## config.mk

```make
export PLATFORM = sky130hd
export DESIGN_NAME = regfile_mp
export DESIGN_NICKNAME = d
export VERILOG_FILES = /design/src/rtl/regfile_mp.sv
export SDC_FILE = /design/constraint.sdc
export NUM_CORES = 1
export LEC_CHECK = 0
export ABC_AREA = 0
export CORE_AREA = 2 2 166 168
export DETAILED_ROUTE_END_ITERATION = 10
export DIE_AREA = 0 0 168 170
export GPL_ROUTABILITY_DRIVEN = 0
export PLACE_DENSITY = 0.8
export SYNTH_ARGS = -nofsm -noshare
export SYNTH_HDL_FRONTEND = slang
export SYNTH_SLANG_ARGS = --single-unit
```

## constraint.sdc

```tcl
create_clock -name i_clk -period 3.6 [get_ports i_clk]
set_input_delay 0.72 -clock i_clk [delete_from_list [all_inputs] [get_ports i_clk]]
set_output_delay 0.72 -clock i_clk [all_outputs]
set_load 0.02 [all_outputs]
```

## src/rtl/regfile_mp.sv

```systemverilog
// Multi-port general-purpose register file: two read ports, write-address readback,
// optional write-to-read bypass, hardware clear sweep and per-register pending bits.
module regfile_mp #(
   parameter int DATA_W  = 16,
   parameter int ADDR_W  = 4,
   parameter int DEPTH   = 16,
   parameter bit BYPASS  = 1'b1,
   parameter bit ZERO_R0 = 1'b1
) (
   input  logic              i_clk,
   input  logic              i_rst_n,
   input  logic              i_clr,
   input  logic              i_we,
   input  logic [ADDR_W-1:0] i_wr_ad,
   input  logic [DATA_W-1:0] i_d,
   input  logic [ADDR_W-1:0] i_ra_ad,
   input  logic [ADDR_W-1:0] i_rb_ad,
   output logic [DATA_W-1:0] o_ra,
   output logic [DATA_W-1:0] o_rb,
   output logic [DATA_W-1:0] o_wr_o,
   input  logic              i_mark_we,
   input  logic [ADDR_W-1:0] i_mark_ad,
   output logic              o_pend_a,
   output logic              o_pend_b,
   output logic [DEPTH-1:0]  o_pend,
   output logic              o_ready
);

   localparam logic [0:0]        ST_CLEAR = 1'b0;
   localparam logic [0:0]        ST_READY = 1'b1;
   localparam logic [ADDR_W-1:0] LAST_AD  = ADDR_W'(DEPTH - 1);

   logic [0:0]        r_state;
   logic [ADDR_W-1:0] r_clr_cnt;
   logic [DEPTH-1:0]  r_pend;
   logic [DATA_W-1:0] r_mem [DEPTH];

   logic              w_ready;
   logic              w_wr_ok;
   logic              w_mark_ok;
   logic              w_mem_we;
   logic [ADDR_W-1:0] w_mem_ad;
   logic [DATA_W-1:0] w_mem_d;
   logic [DEPTH-1:0]  w_pend_nxt;

   function automatic logic writable(input logic [ADDR_W-1:0] ad);
      return !(ZERO_R0 && (ad == '0));
   endfunction

   assign w_ready   = (r_state == ST_READY);
   assign w_wr_ok   = w_ready && i_we && !i_clr && writable(i_wr_ad);
   assign w_mark_ok = w_ready && i_mark_we && !i_clr && writable(i_mark_ad);

   // Clear sweep walks every entry once; i_clr restarts it from entry 0.
   always_ff @(posedge i_clk or negedge i_rst_n) begin
      if (!i_rst_n) begin
         r_state   <= ST_CLEAR;
         r_clr_cnt <= '0;
      end else if (i_clr) begin
         r_state   <= ST_CLEAR;
         r_clr_cnt <= '0;
      end else if (!w_ready) begin
         if (r_clr_cnt == LAST_AD) begin
            r_state <= ST_READY;
         end
         r_clr_cnt <= r_clr_cnt + ADDR_W'(1);
      end
   end

   // Single write port shared by the clear sweep and normal writeback.
   assign w_mem_we = !w_ready || w_wr_ok;
   assign w_mem_ad = w_ready ? i_wr_ad : r_clr_cnt;
   assign w_mem_d  = w_ready ? i_d : '0;

   always_ff @(posedge i_clk) begin
      if (w_mem_we) begin
         r_mem[w_mem_ad] <= w_mem_d;
      end
   end

   always_comb begin
      w_pend_nxt = r_pend;
      if (w_wr_ok) begin
         w_pend_nxt[i_wr_ad] = 1'b0;
      end
      // Mark is applied after the write so it wins on an address collision.
      if (w_mark_ok) begin
         w_pend_nxt[i_mark_ad] = 1'b1;
      end
   end

   always_ff @(posedge i_clk or negedge i_rst_n) begin
      if (!i_rst_n) begin
         r_pend <= '0;
      end else if (i_clr) begin
         r_pend <= '0;
      end else begin
         r_pend <= w_pend_nxt;
      end
   end

   always_comb begin
      o_ra   = '0;
      o_rb   = '0;
      o_wr_o = '0;
      if (w_ready) begin
         if (writable(i_ra_ad)) begin
            o_ra = (BYPASS && i_we && (i_wr_ad == i_ra_ad)) ? i_d : r_mem[i_ra_ad];
         end
         if (writable(i_rb_ad)) begin
            o_rb = (BYPASS && i_we && (i_wr_ad == i_rb_ad)) ? i_d : r_mem[i_rb_ad];
         end
         if (writable(i_wr_ad)) begin
            o_wr_o = r_mem[i_wr_ad];
         end
      end
   end

   assign o_pend_a = w_ready && r_pend[i_ra_ad];
   assign o_pend_b = w_ready && r_pend[i_rb_ad];
   assign o_pend   = r_pend;
   assign o_ready  = w_ready;

endmodule

```

==> flow_summary_export.csv <==
group,metric,value,unit
outcome,status,"finished, final reports clean",
synth,synth_edf_count,256,
placed_design,post_dp_cell_area,0.0181,mm2
power_and_ir_drop,vdd_drop_max,0.365,mV
layout,nFillCells,1592,
synth,synth_top_cells_by_area,"edfxtp_1 49%, mux4_2 30%, dfrtp_1 3.3%",
synth,synth_nets,947,
layout,layout.nets,1121,
layout,multiInputGateArea,0.00718,mm2
power_and_ir_drop,p_comb_share,12.2,%
sta,hold_viol_final,0,
global_route,grt_max_degree,38,
worst_setup_path,arrival,2820,ps
global_route,gr-total-overflow,0,
synth,syn_inst,909,
synth,synthTopCellsByCount,"256 x edfxtp_1, 212 x mux4_2, 52 x nor2b_1",
placed_design,dp_hpwl,31100,um
synth,async_flop_share,7.58,%
layout,regArea,0.00821,mm2
layout,syn2layout_area_growth,20.5,%
die,initial_core_util,59.4,%
die,dieArea,0.0286,mm2
layout,drive_gt1_share,37.0,%
power_and_ir_drop,pwr-share-clk,41.1,%
worst_setup_path,criticalPathCategory,"input port to output pin",
run,cap_violations,0,
sta,finalSetupTns,0,ps
synth,synth_seq_cells,277,
routing,via_per_inst,7.51,
global_route,grt_pass1_wl,70000,um
clocking,clkSinkCount,277,
sta,min_period,3540,ps
power_and_ir_drop,p_sw_share,22.3,%
sta,max_clock_freq,282,MHz
global_route,first_global_vias,10881,
worst_setup_path,cp-start-kind,"input port",
synth,synth_top_area_share,48.5,%
routing,routedWlPerCell,32.6,um
layout,antenna_cells,0,
synth,yosys_warnings,0,
clocking,clockBufferDepth,3,
worst_setup_path,crit_path_end_kind,"output pin",
clocking,cts_tree,"yes",
layout,fin_util,71.6,%
die,core,0.0267,mm2
synth,synthesis.area,0.0158,mm2
die,chipHeight,170,um
sta,max-slew-margin-rel,36.2,%
synth,synth_flop_cell,"edfxtp_1",
power_and_ir_drop,p_sw,1720,uW
routing,num_vias,10838,
sta,worstMarginPinSlew,949,ps
clocking,clkTransAtPathRegs,60,ps
die,die_w,168,um
worst_setup_path,crit_path_max_fanout,5,
synth,synth_area_per_cell,17.4,um2
die,rows,60,
power_and_ir_drop,pwr-share-seq,46.7,%
routing,drt-pass1-iter-count,6,
layout,fin_area,0.0191,mm2
sta,report.final.slew_viol_count,0,
placed_design,port_buffers,103,
clocking,clk_latency,550,ps
synth,ys_types,42,
worst_setup_path,critPathRequiredTime,2880,ps
power_and_ir_drop,p_per_area,404,mW/mm2
routing,final_antenna_net_count,0,
die,ioPinCount,104,
global_route,grt.total_usage,33.6,%
worst_setup_path,regToRegSetupSlack,930,ps
clocking,numCtsBuffers,29,
sta,finalSetupViolations,0,
clocking,cts_setup_buffers,0,
sta,fin_crit_sh,98.5,%
synth,synth_largest_area_cell,"edfxtp_1",
sta,fin_skew,13.9,ps
routing,wirelength,47100,um
global_route,antenna_found_initial,0,
power_and_ir_drop,p_leak,0.00673,uW
routing,drc,0,
synth,seq_area_frac_synth,51.9,%
clocking,cts_root_buf,"clkbuf_16",
synth,post-synth-top-count-cell,"edfxtp_1",
routing,drtIter0Drc,1571,
clocking,htree_levels,1,
power_and_ir_drop,intPower,6000,uW
worst_hold_path,hold_class,"register to register",
[kinds of logic (layout without fill, tap and decap cells)]
group / Yosys count / count (layout) / share of synthesized area (%)
xor gates and xnor gates: 10 / 10 / 0.553
and+or+nand+nor: 180 / 180 / 5.90
adders and majority gates: 1 / 1 / 0.0790
DFF: 277 / 277 / 51.9
muxes: 247 / 247 / 33.0
buffers and inverters: 87 / 280 / 3.28
AOI/OAI and AO/OA: 107 / 107 / 5.33
[per-stage QoR]
step	setup WS (ps)	power [uW]	hold WS, ps	std cells
floorplan	561	4240	424	909
global placement	-123	4570	533	1393
detailed placement	-168	4580	560	1393
CTS	-39.9	7710	574	1443
global route	-0.136	7900	626	1443
finish	55.4	7710	587	1443
[sequential cells by signal (all words and copies together) (netlist names)]
name       count
o_pend        16
r_clr_cnt      4
o_ready        1
r_mem        256
[power groups by stage]
stage	registers, uW	logic (uW)	clock network, uW
after global placement	3660	909	0
after detailed placement	3660	918	0
after floorplan	3640	598	0
after global routing	3600	981	3310
after CTS	3600	933	3180
final	3600	942	3170
[cell usage in the layout (no fill, tap or decap), types with 5 or more instances in the layout]
cell type	n
nand3_1	15
clkinv_2	5
clkbuf_16	29
nor2_2	16
bufinv_16	7
nor2b_1	52
dlygate4sd2_1	44
o21ai_0	13
edfxtp_1	256
a22oi_1	5
buf_12	29
and2_1	18
a32o_1	28
clkinv_1	5
a21oi_1	16
nand2_1	46
mux2i_1	29
mux4_2	212
dfrtp_1	21
dlymetal6s2s_1	6
buf_4	98
mux4_1	6
nor2_1	14
a211o_1	28
xor2_1	7
buf_2	5
clkdlybuf4s50_1	43
[critical path, stage by stage]
cell and delay (ps):
clkdlybuf4s50_1 500, xor2_1 200, nor3_1 220, buf_4 150, and4b_1 310, buf_4 220
a32o_1 150, dlygate4sd2_1 350
[metal layers]
| metal | global-route usage [%] | vias to the layer above | share of wire, % |
|---|---|---|---|
| met1 | 45.2 | 5535 | 35 |
| met2 | 54.4 | 898 | 49 |
| met3 | 6.47 | 179 | 12 |
| li1 | - | 4226 | - |
| met5 | 0 | - | 0 |
| met4 | 15.3 | 0 | 4.9 |
[area by class of cell]
class	count	area share [%]
clock inverter	18	1.37
timing repair buffer	227	11.8
tap	341	2.24
sequential	277	43.0
multi-input combinational	545	37.6
inverter	3	0.0590
clock buffer	32	3.86
[worst paths after layout]
check | from | end | cells after the start
setup reg to reg | o_ready$_DFF_PN0_ | r_mem[10][12]$_DFFE_PP_ | 6
hold reg to reg | o_pend[0]$_DFF_PN0_ | o_pend[0]$_DFF_PN0_ | 1
min in group asynchronous | i_rst_n | r_clr_cnt[0]$_DFFE_PN0P_ | 1
max in group asynchronous | i_rst_n | o_pend[8]$_DFF_PN0_ | 1
hold / removal | o_pend[0]$_DFF_PN0_ | o_pend[0]$_DFF_PN0_ | 1
setup / recovery | i_wr_ad[2] | o_rb[11] | 8
[timing repair]
| item | in CTS | in global routing |
|---|---|---|
| cloned | 0 | 0 |
| setup endpoints to repair | 48 | 21 |
| gates resized for setup | 49 | 7 |
| hold buffers | 0 | 0 |
| endpoints found under the hold margin | 0 | 0 |
Note: power is estimated with default switching activity, not from simulation.
